==> config.mk <==
export PLATFORM = sky130hd
export DESIGN_NAME = sha3_job_scheduler
export DESIGN_NICKNAME = d
export VERILOG_FILES = /design/src/rtl/sha3_sched_pkg.sv /design/src/rtl/sha3_job_scheduler_rr_arbiter.sv /design/src/rtl/sha3_job_scheduler.sv
export SDC_FILE = /design/constraint.sdc
export NUM_CORES = 1
export LEC_CHECK = 0
export ABC_AREA = 1
export CORE_AREA = 5 5 496 498
export CTS_BUF_LIST = sky130_fd_sc_hd__clkbuf_16
export CTS_CLUSTER_SIZE = 8
export DETAILED_ROUTE_END_ITERATION = 8
export DIE_AREA = 0 0 501 503
export PLACE_DENSITY_LB_ADDON = 0.15
export SYNTH_ARGS = -nofsm -noshare
export SYNTH_HDL_FRONTEND = slang
export SYNTH_SLANG_ARGS = --single-unit
==> constraint.sdc <==
create_clock -name clk -period 2.8 [get_ports clk]
set_input_delay 0.42 -clock clk [delete_from_list [all_inputs] [get_ports clk]]
set_output_delay 0.42 -clock clk [all_outputs]
set_load 0.02 [all_outputs]
==> src/rtl/sha3_sched_pkg.sv <==
// Shared types and constants for the SHA3 job scheduler: FSM state encoding,
// digest width and the engine reset length.
package sha3_sched_pkg;

    localparam int HASH_W     = 512;
    localparam int RST_CYCLES = 2;

    typedef enum logic [2:0] {
        ST_IDLE    = 3'd0,
        ST_GRANT   = 3'd1,
        ST_ENG_RST = 3'd2,
        ST_START   = 3'd3,
        ST_WAIT    = 3'd4,
        ST_RESP    = 3'd5
    } sched_state_e;

endpackage

==> src/rtl/sha3_job_scheduler_rr_arbiter.sv <==
// Combinational round-robin arbiter: the search starts one past last_grant,
// done by rotating a doubled request vector and priority-encoding the result.
module rr_arbiter #(
    parameter int NUM_REQ = 4,
    parameter int IDX_W   = $clog2(NUM_REQ)
) (
    input  logic [NUM_REQ-1:0] req,
    input  logic [IDX_W-1:0]   last_grant,
    output logic [NUM_REQ-1:0] grant,
    output logic [IDX_W-1:0]   grant_idx,
    output logic               any_req
);

    localparam logic [IDX_W+1:0] NUM_L = (IDX_W+2)'(NUM_REQ);

    logic [2*NUM_REQ-1:0] req_dbl;
    logic [IDX_W:0]       base;
    logic [NUM_REQ-1:0]   rotated;
    logic [IDX_W:0]       offset;
    logic [IDX_W+1:0]     sum;

    assign req_dbl = {req, req};
    assign base    = {1'b0, last_grant} + (IDX_W+1)'(1);
    assign rotated = req_dbl[base +: NUM_REQ];

    always_comb begin
        offset = '0;
        for (int i = NUM_REQ - 1; i >= 0; i--) begin
            if (rotated[i]) offset = (IDX_W+1)'(i);
        end
    end

    // base + offset is below 2*NUM_REQ, so one conditional subtract is the modulo.
    assign sum       = {1'b0, base} + {1'b0, offset};
    assign grant_idx = (sum >= NUM_L) ? IDX_W'(sum - NUM_L) : IDX_W'(sum);
    assign any_req   = |req;
    assign grant     = any_req ? (NUM_REQ'(1) << grant_idx) : '0;

endmodule

==> src/rtl/sha3_job_scheduler.sv <==
// Shares one SHA3 burst engine among NUM_REQ requesters: round-robin grant,
// engine reset/start, watchdog-guarded wait for the digest, one-hot response.
module sha3_job_scheduler
    import sha3_sched_pkg::*;
#(
    parameter int NUM_REQ        = 4,
    parameter int ADDR_W         = 32,
    parameter int LEN_W          = 16,
    parameter int TIMEOUT_CYCLES = 1000000
) (
    input  logic                         clk,
    input  logic                         reset,
    input  logic [NUM_REQ-1:0]           req_valid,
    input  logic [NUM_REQ*ADDR_W-1:0]    req_addr,
    input  logic [NUM_REQ*LEN_W-1:0]     req_len,
    output logic [NUM_REQ-1:0]           req_ready,
    output logic [NUM_REQ-1:0]           rsp_valid,
    input  logic [NUM_REQ-1:0]           rsp_ack,
    output logic                         rsp_error,
    output logic [HASH_W-1:0]            rsp_hash,
    output logic                         eng_reset,
    output logic                         eng_start,
    output logic [ADDR_W-1:0]            eng_base_addr,
    output logic [LEN_W-1:0]             eng_number_bytes,
    input  logic                         eng_out_ready,
    input  logic [HASH_W-1:0]            eng_hash,
    output logic                         busy,
    output logic [$clog2(NUM_REQ)-1:0]   grant_id,
    output sched_state_e                 dbg_state
);

    // Handshakes: a requester holds req_valid (with addr/len) until its one-cycle
    // req_ready pulse; rsp_valid is held until the owner raises its rsp_ack bit.
    localparam int               IDX_W     = $clog2(NUM_REQ);
    localparam int               RCNT_W    = $clog2(RST_CYCLES + 1);
    localparam logic [RCNT_W-1:0] RCNT_LAST = RCNT_W'(RST_CYCLES - 1);
    localparam logic [31:0]      WD_LAST   = 32'(TIMEOUT_CYCLES - 1);
    localparam logic [31:0]      WD_PRE    = 32'(TIMEOUT_CYCLES - 2);

    sched_state_e        state, next_state;
    logic [IDX_W-1:0]    last_grant;
    logic [31:0]         watchdog;
    logic [RCNT_W-1:0]   rst_cnt;
    logic [NUM_REQ-1:0]  arb_grant;
    logic [IDX_W-1:0]    arb_idx;
    logic                arb_any;
    logic [ADDR_W-1:0]   sel_addr;
    logic [LEN_W-1:0]    sel_len;
    logic                wd_timeout, wd_abort_pre, len_zero;
    logic [NUM_REQ-1:0]  req_ready_d, rsp_valid_d;
    logic                eng_reset_d, eng_start_d, busy_d;

    rr_arbiter #(.NUM_REQ(NUM_REQ)) u_arb (
        .req        (req_valid),
        .last_grant (last_grant),
        .grant      (arb_grant),
        .grant_idx  (arb_idx),
        .any_req    (arb_any)
    );

    always_comb begin
        sel_addr = '0;
        sel_len  = '0;
        for (int i = 0; i < NUM_REQ; i++) begin
            if (arb_idx == IDX_W'(i)) begin
                sel_addr = req_addr[i*ADDR_W +: ADDR_W];
                sel_len  = req_len[i*LEN_W +: LEN_W];
            end
        end
    end

    assign len_zero   = (eng_number_bytes == '0);
    assign wd_timeout = (watchdog == WD_LAST);
    // The abort reset must appear in the last WAIT cycle, so it is decided one cycle early.
    assign wd_abort_pre = (state == ST_WAIT) && !eng_out_ready && (watchdog == WD_PRE);
    assign dbg_state  = state;

    always_ff @(posedge clk) begin
        if (reset) state <= ST_IDLE;
        else       state <= next_state;
    end

    always_comb begin
        next_state = state;
        case (state)
            ST_IDLE:    if (arb_any) next_state = ST_GRANT;
            ST_GRANT:   next_state = len_zero ? ST_RESP : ST_ENG_RST;
            ST_ENG_RST: if (rst_cnt == RCNT_LAST) next_state = ST_START;
            ST_START:   next_state = ST_WAIT;
            ST_WAIT:    if (eng_out_ready || wd_timeout) next_state = ST_RESP;
            ST_RESP:    if (rsp_ack[grant_id]) next_state = ST_IDLE;
            default:    next_state = ST_IDLE;
        endcase
    end

    always_comb begin
        req_ready_d = '0;
        rsp_valid_d = '0;
        if (next_state == ST_GRANT) req_ready_d = arb_grant;
        if (next_state == ST_RESP)  rsp_valid_d = NUM_REQ'(1) << grant_id;
        eng_reset_d = (next_state == ST_ENG_RST) || wd_abort_pre;
        eng_start_d = (next_state == ST_START);
        busy_d      = (next_state != ST_IDLE);
    end

    always_ff @(posedge clk) begin
        if (reset) begin
            req_ready        <= '0;
            rsp_valid        <= '0;
            eng_reset        <= 1'b1;
            eng_start        <= 1'b0;
            busy             <= 1'b0;
            grant_id         <= '0;
            last_grant       <= IDX_W'(NUM_REQ - 1);
            eng_base_addr    <= '0;
            eng_number_bytes <= '0;
            rsp_hash         <= '0;
            rsp_error        <= 1'b0;
            watchdog         <= '0;
            rst_cnt          <= '0;
        end else begin
            req_ready <= req_ready_d;
            rsp_valid <= rsp_valid_d;
            eng_reset <= eng_reset_d;
            eng_start <= eng_start_d;
            busy      <= busy_d;

            if (state == ST_IDLE && arb_any) begin
                grant_id         <= arb_idx;
                eng_base_addr    <= sel_addr;
                eng_number_bytes <= sel_len;
            end

            if (state == ST_ENG_RST) rst_cnt <= rst_cnt + RCNT_W'(1);
            else                     rst_cnt <= '0;

            if (state == ST_START)
                watchdog <= '0;
            else if (state == ST_WAIT && watchdog != '1)
                watchdog <= watchdog + 32'd1;

            // Digest wins over a same-cycle timeout.
            if (state == ST_GRANT && len_zero) begin
                rsp_hash  <= '0;
                rsp_error <= 1'b1;
            end else if (state == ST_WAIT && eng_out_ready) begin
                rsp_hash  <= eng_hash;
                rsp_error <= 1'b0;
            end else if (state == ST_WAIT && wd_timeout) begin
                rsp_hash  <= '0;
                rsp_error <= 1'b1;
            end

            if (state == ST_RESP && rsp_ack[grant_id]) last_grant <= grant_id;
        end
    end

endmodule
Word level (Yosys, flattened, before mapping)
Index checks and enable logic that the tools add are counted.

storage, ports and cells
  register bits after elaboration = 613
  output and inout bits = 577
  word-level logic and storage cells = 93

cells by class
  $add $sub $neg = 5
  $lt $le $gt $ge = 2
  equal/unequal tests = 16
  shift-type cells = 3
  mux-type cells = 26
  bitwise gates (word level) = 4
  reduce and logical (&&, ||, !) cells = 23

operators with widths
  cell                                                                      number
  512-bit 2-to-1 mux                                                        2
  32-bit 2-to-1 mux                                                         4
  32-bit by 20-bit equality test with 1-bit output (second input constant)  2
  16-bit 2-to-1 mux                                                         4
  32-bit by 1-bit adder with 32-bit output (second input constant)          1
  32-bit inequality test (second input constant)                            1
  3-bit one-hot mux with 6 select lines                                     1
  16-bit logical NOT                                                        1
  3-bit 2-to-1 mux                                                          5
  3-bit by 2-bit equality test with 1-bit output (second input constant)    4
  2-bit 2-to-1 mux                                                          5
  3-bit equality test (second input constant)                               3
  1-bit logical AND                                                         8
  2-bit OR reduction                                                        4
  8-bit by 4-bit variable part select with 4-bit output                     1
  1-bit by 2-bit left shift with 4-bit output (first input constant)        2
  3-bit by 1-bit equality test with 1-bit output (second input constant)    2
  3-bit nonzero test                                                        2
  3-bit by 2-bit adder with 4-bit output                                    1
  2-bit by 1-bit equality test with 1-bit output (second input constant)    2
  2-bit equality test (second input constant)                               2
  4-bit by 3-bit >= comparator with 1-bit output (second input constant)    1
  1-bit 2-to-1 mux                                                          4
  1-bit NOT                                                                 4
  other kinds (12)                                                          13

Logic depth before layout (Yosys ltp)
  depth after elaboration = 14
  gate-level depth with buffers = 19
  depth with buffers taken out = 18

By module
A second synthesis with hierarchy kept.

unflattened totals
  cells, all modules = 3112
  area, all modules = 23224.8 um2

modules (own cells, without submodules)
  module              instances  cells an instance  area each (um2)  seq. area each (um2)
  sha3_job_scheduler  1          3064               22962.0          12271.8
  rr_arbiter          1          48                 262.8            0.0

Worst setup path after synthesis
Ideal clock, no wire load.

  path type = reg-to-reg
  start point = register last_grant[0]
  end point = register eng_number_bytes[14]
  data arrival time = 2181 ps
  data required time = 2667 ps
  setup slack = 485 ps
  stages on the path, launching flop included = 19
  path buffers = 2
  period minus slack after synthesis = 2315 ps
  cells stage by stage = dfxtp_1 -> inv_2 -> nand2_1 -> nand3_1 -> nand2_1 -> nand3_1 -> nand2_1 -> nand2_1 -> ha_1 -> xor2_1 -> inv_1 -> nand3_4 -> nand3_2 -> buf_4 -> buf_6 -> o21ai_0 -> inv_1 -> nand2_1 -> a21oi_2

on the way
  cells in the longest elaborated chain, start to end = 14
  elaborated cells between the ends (all ways) = 18
  those cells by class = add/sub: 3; order compare: 1; eq/ne: 3; shift: 1; mux: 9; reduce/logical: 1

RTL lines
  element                                                                                                        RTL line                             source
  from (decl)                                                                                                    sha3_job_scheduler.sv:41             logic [IDX_W-1:0] last_grant;
  from (signal assigned)                                                                                         sha3_job_scheduler.sv:114            last_grant <= IDX_W'(NUM_REQ - 1);
  from (signal assigned)                                                                                         sha3_job_scheduler.sv:154            if (state == ST_RESP && rsp_ack[grant_id]) last_grant <= grant_id;
  2-bit by 1-bit adder with 3-bit output *                                                                       sha3_job_scheduler_rr_arbiter.sv:23  assign base = {1'b0, last_grant} + (IDX_W+1)'(1);
  8-bit by 4-bit variable part select with 4-bit output                                                          sha3_job_scheduler_rr_arbiter.sv:24  assign rotated = req_dbl[base +: NUM_REQ];
  2-bit 2-to-1 mux (4 in series)                                                                                 sha3_job_scheduler_rr_arbiter.sv:29  if (rotated[i]) offset = (IDX_W+1)'(i);
  3-bit by 2-bit adder with 4-bit output *                                                                       sha3_job_scheduler_rr_arbiter.sv:34  assign sum = {1'b0, base} + {1'b0, offset};
  4-bit by 3-bit >= comparator with 1-bit output or 2-bit by 1-bit subtractor with 2-bit output (tied branches)  sha3_job_scheduler_rr_arbiter.sv:35  assign grant_idx = (sum >= NUM_L) ? IDX_W'(sum - NUM_L) : IDX_W'(sum);
  2-bit 2-to-1 mux *                                                                                             sha3_job_scheduler_rr_arbiter.sv:35
  2-bit logical NOT                                                                                              sha3_job_scheduler.sv:65             if (arb_idx == IDX_W'(i)) begin
  16-bit 2-to-1 mux (3 in series)                                                                                sha3_job_scheduler.sv:65
  16-bit 2-to-1 mux *                                                                                            sha3_job_scheduler.sv:65
  to (signal assigned)                                                                                           sha3_job_scheduler.sv:131            eng_number_bytes <= sel_len;
  to (decl)                                                                                                      sha3_job_scheduler.sv:24             output logic [LEN_W-1:0] eng_number_bytes,

Mark *: on every way between the ends. The rest lies on a longest branch, timed or not.
A chain may end at the register's enable or synchronous reset.

Worst setup path in the final report
  start point = register last_grant[0]
  end point = register eng_base_addr[2]

on the way
  cells in the longest elaborated chain, start to end = 14
  elaborated cells between the ends (all ways) = 18
  those cells by class = add/sub: 3; order compare: 1; eq/ne: 3; shift: 1; mux: 9; reduce/logical: 1

RTL lines
  element                                                                                                        RTL line                             source
  2-bit by 1-bit adder with 3-bit output *                                                                       sha3_job_scheduler_rr_arbiter.sv:23
  8-bit by 4-bit variable part select with 4-bit output                                                          sha3_job_scheduler_rr_arbiter.sv:24
  2-bit 2-to-1 mux (4 in series)                                                                                 sha3_job_scheduler_rr_arbiter.sv:29
  3-bit by 2-bit adder with 4-bit output *                                                                       sha3_job_scheduler_rr_arbiter.sv:34
  4-bit by 3-bit >= comparator with 1-bit output or 2-bit by 1-bit subtractor with 2-bit output (tied branches)  sha3_job_scheduler_rr_arbiter.sv:35
  2-bit 2-to-1 mux *                                                                                             sha3_job_scheduler_rr_arbiter.sv:35
  2-bit logical NOT                                                                                              sha3_job_scheduler.sv:65
  32-bit 2-to-1 mux (3 in series)                                                                                sha3_job_scheduler.sv:65
  32-bit 2-to-1 mux *                                                                                            sha3_job_scheduler.sv:65
  to (signal assigned)                                                                                           sha3_job_scheduler.sv:130            eng_base_addr <= sel_addr;
  to (decl)                                                                                                      sha3_job_scheduler.sv:23             output logic [ADDR_W-1:0] eng_base_addr,

Marked as above.

==> impl_metrics.json <==
{
  "clk_latency_ns": 0.72,
  "vias": 29000,
  "nets": 5254,
  "finalHoldViolCount": 0,
  "rr_worst_depth": 17,
  "max-clock-path-buffers": 3,
  "die-area_um2": 252000,
  "register_area_um2": 12300,
  "antenna_left": 0,
  "cts_buffers": 94,
  "area_delta_synth_final_pct": 81.7,
  "io_buffer_count": 1291,
  "synth-main-ff-cell": "dfxtp_1",
  "synth-simple-area-share_pct": 28.5,
  "fillerInstances": 27100,
  "p_leak_nw": 14.8,
  "maxCapViolCount": 0,
  "synthMuxAreaShare_pct": 0,
  "syn_inst": 3293,
  "path_cells": "inv_2 > nand2_1 > buf_4 > nand3_1 > nand2_1 > nand2_1 > ha_1 > xor2_2 > inv_1 > nand3_4 > nand2_8 > inv_8 > buf_12 > o21ai_0 > nand3_1 > nand2_1 > a21oi_1",
  "finClkSkew_ns": 0.0684,
  "rsz0062_at_grt": "false",
  "fmax_ghz": 0.387,
  "vias_per_cell": 3.72,
  "dieHeight_um": 503,
  "drc": 0,
  "cp-end-kind": "register",
  "worst-path-stages": 17,
  "wl_um": 201000,
  "grt_pass1_vias": 29400,
  "setup_viol": 0,
  "critPathArrivalTime_ns": 3.17,
  "power_density_nw_per_um2": 692,
  "track_usage_pct": 15.1,
  "grt_first_pass_wirelength_um": 266000,
  "synth-compound-area-share_pct": 13.9,
  "crit_type": "reg2reg",
  "syn_nets": 4012,
  "worst_path_max_delay_cell": "dfxtp_4",
  "cts_root_buf": "clkbuf_16",
  "synth_xor_area_share_pct": 0.783,
  "cts_tree": "built",
  "synth-edff-count": 0,
  "drtIter0Drc": 1917,
  "clock_sinks": 613,
  "multi_input_comb_area_um2": 10700,
  "grt.overflow.total": 0,
  "yosysUniqueCellTypes": 42,
  "synth-seq-cells": 613,
  "synth_area_um2": 24600,
  "required_ns": 3.39,
  "yosysSeqAreaShare_pct": 49.9,
  "hold-path-cell-count": 3,
  "start_kind": "register",
  "path_buf_inv": 5,
  "status": "finished clean",
  "final_area_um2": 44700,
  "crit_path_max_incr_delay_ns": 0.36,
  "rows": 181,
  "synthArstFlopShare_pct": 0,
  "boundaryPins": 1292,
  "yosysWarnings": 0,
  "fin_crit_ns": 2.58,
  "start_util_pct": 10.2,
  "routabilityCongestion": 0.868,
  "clkTransAtPathRegs_ns": 0.06,
  "grt_antenna_before_repair": 81,
  "avgSynthCellArea_um2": 7.47,
  "irDropWorstVdd_v": 0.000461,
  "tightest_slew_ns": 0.756,
  "htree_levels": 3,
  "slew_headroom_pct": 49.5,
  "postCtsHoldBufs": 0,
  "placed_area_um2": 41900,
  "firstDrtPassIters": 5,
  "detailed_place_hpwl_um": 163000,
  "utilization_pct": 18.5,
  "synth_top_family_by_area": "simple AND/OR/NAND/NOR gates",
  "crit_top_cell": "nand2_1",
  "synth-adder-area-share_pct": 0.203,
  "slew_viol_final": 0,
  "critPathTopFamily": "simple AND/OR/NAND/NOR gates",
  "hp-class": "in2reg",
  "finalCritPeriodShare_pct": 92.3,
  "wl_per_cell_um": 25.8,
  "core_um2": 242000,
  "final_layout_size_suffix_gt1_share_pct": 6.08,
  "die_w_um": 501,
  "crit_path_max_fanout": 12,
  "grt_max_degree": 112
}
-- synth_stat cells, types with 6 or more instances --
cell type | count | area (um^2)
a21oi_1 | 587 | 2940
buf_1 | 28 | 105
buf_2 | 98 | 490
buf_4 | 6 | 45.0
clkbuf_1 | 143 | 537
dfxtp_1 | 613 | 12300
inv_1 | 105 | 394
nand2_1 | 804 | 3020
nand3_1 | 633 | 3170
nand3b_1 | 7 | 52.6
nand4_1 | 27 | 169
nor2_1 | 57 | 214
nor3_1 | 31 | 155
nor4_1 | 6 | 37.5
o21ai_0 | 63 | 315
o21ai_1 | 14 | 70.1
or2_2 | 7 | 43.8
xor2_1 | 21 | 184
-- where the power goes --
| part | internal [mW] | leakage, nW | switching [mW] |
|---|---|---|---|
| combinational | 3.93 | 8.54 | 5.84 |
| clock | 6.18 | 1.35 | 4.78 |
| sequential | 9.56 | 4.95 | 0.668 |
| total | 19.7 | 14.8 | 11.3 |
-- cells by family after synthesis --
logic type	count (synthesis)
and+or+nand+nor	1587
AOI/OAI and AO/OA	674
DFF	613
buffers and inverters	393
xor gates and xnor gates	22
adders and majority gates	4
-- final cells by class --
class | instances | share of cell area, %
inverter | 113 | 0.985
clock inverter | 39 | 0.725
antenna | 19 | 0.106
clock buffer | 94 | 5.26
multi-input combinational | 2287 | 23.9
sequential | 613 | 27.5
timing repair buffer | 1426 | 32.6
tap | 3202 | 8.96
-- through the flow --
| step | TNS, ns | cells | power [mW] | worst slack, ns | hold WS [ns] |
|---|---|---|---|---|---|
| CTS | 0 | 7773 | 31.7 | 0.0287 | 0.149 |
| global route | 0 | 7781 | 32.7 | 0.00482 | 0.188 |
| detailed placement | -9.89 | 7640 | 20.3 | -0.253 | 0.414 |
| floorplan | 0 | 3293 | 14.4 | 0.485 | 0.397 |
| global placement | -5.64 | 7640 | 20.3 | -0.142 | 0.406 |
| finish | 0 | 7793 | 31.0 | 0.215 | 0.256 |
-- state kept, by name, summed over array words and instances, names as in the netlist, 3 cells and up --
| name | cells |
|---|---|
| eng_base_addr | 32 |
| req_ready | 4 |
| dbg_state | 3 |
| eng_number_bytes | 16 |
| rsp_valid | 4 |
| rsp_hash | 512 |
| watchdog | 32 |
-- routing by layer --
layer  track usage [%]  wire, um  vias to the layer above
met3              7.39     22700                      271
met2              23.3     87600                     1193
met5                 0       322                        -
li1                  -         -                    13600
met1              19.0     86200                    13900
met4              3.45      4630                       54
-- worst paths after layout --
check	slack, ns	from	to
hold / removal	0.26	eng_hash[150]	rsp_hash[150]
setup reg to reg	0.22	last_grant[0]	eng_base_addr[2]
setup / recovery	0.22	last_grant[0]	eng_base_addr[2]
hold reg to reg	0.42	rst_cnt[0]	rst_cnt[0]
-- layout by cell type (no fill, tap or decap), types with 3 or more instances in the layout --
master,synthesis,layout
a21oi_1,587,587
a21oi_2,3,3
and3_1,3,3
buf_12,0,48
buf_4,6,85
clkbuf_16,0,95
clkdlybuf4s50_1,0,1290
clkinv_1,2,12
clkinv_2,1,4
clkinvlp_4,0,3
dfxtp_1,613,611
diode_2,0,19
ha_1,4,4
inv_1,105,120
inv_2,4,3
nand2_1,804,802
nand2_4,1,3
nand3_1,633,631
nand3_2,2,3
nand3b_1,7,7
nand4_1,27,27
nor2_1,57,57
nor3_1,31,31
nor4_1,6,6
o21ai_0,63,62
o21ai_1,14,15
or2_2,7,7
xor2_1,21,20
-- what timing repair did --
action | CTS | global route
endpoints found under the hold margin | 0 | 0
setup buffers | 0 | 0
endpoints found under the setup margin | 0 | 48
gates resized for setup | 0 | 6
-- tightest hold or removal path: cells and delay by family --
family                 cells  cell delay (ns)
AO/OA/AOI/OAI              1             0.05
AND/OR/NAND/NOR            1             0.06
buffers and inverters      1             0.39
No activity file was read; power rests on OpenSTA's default activity.
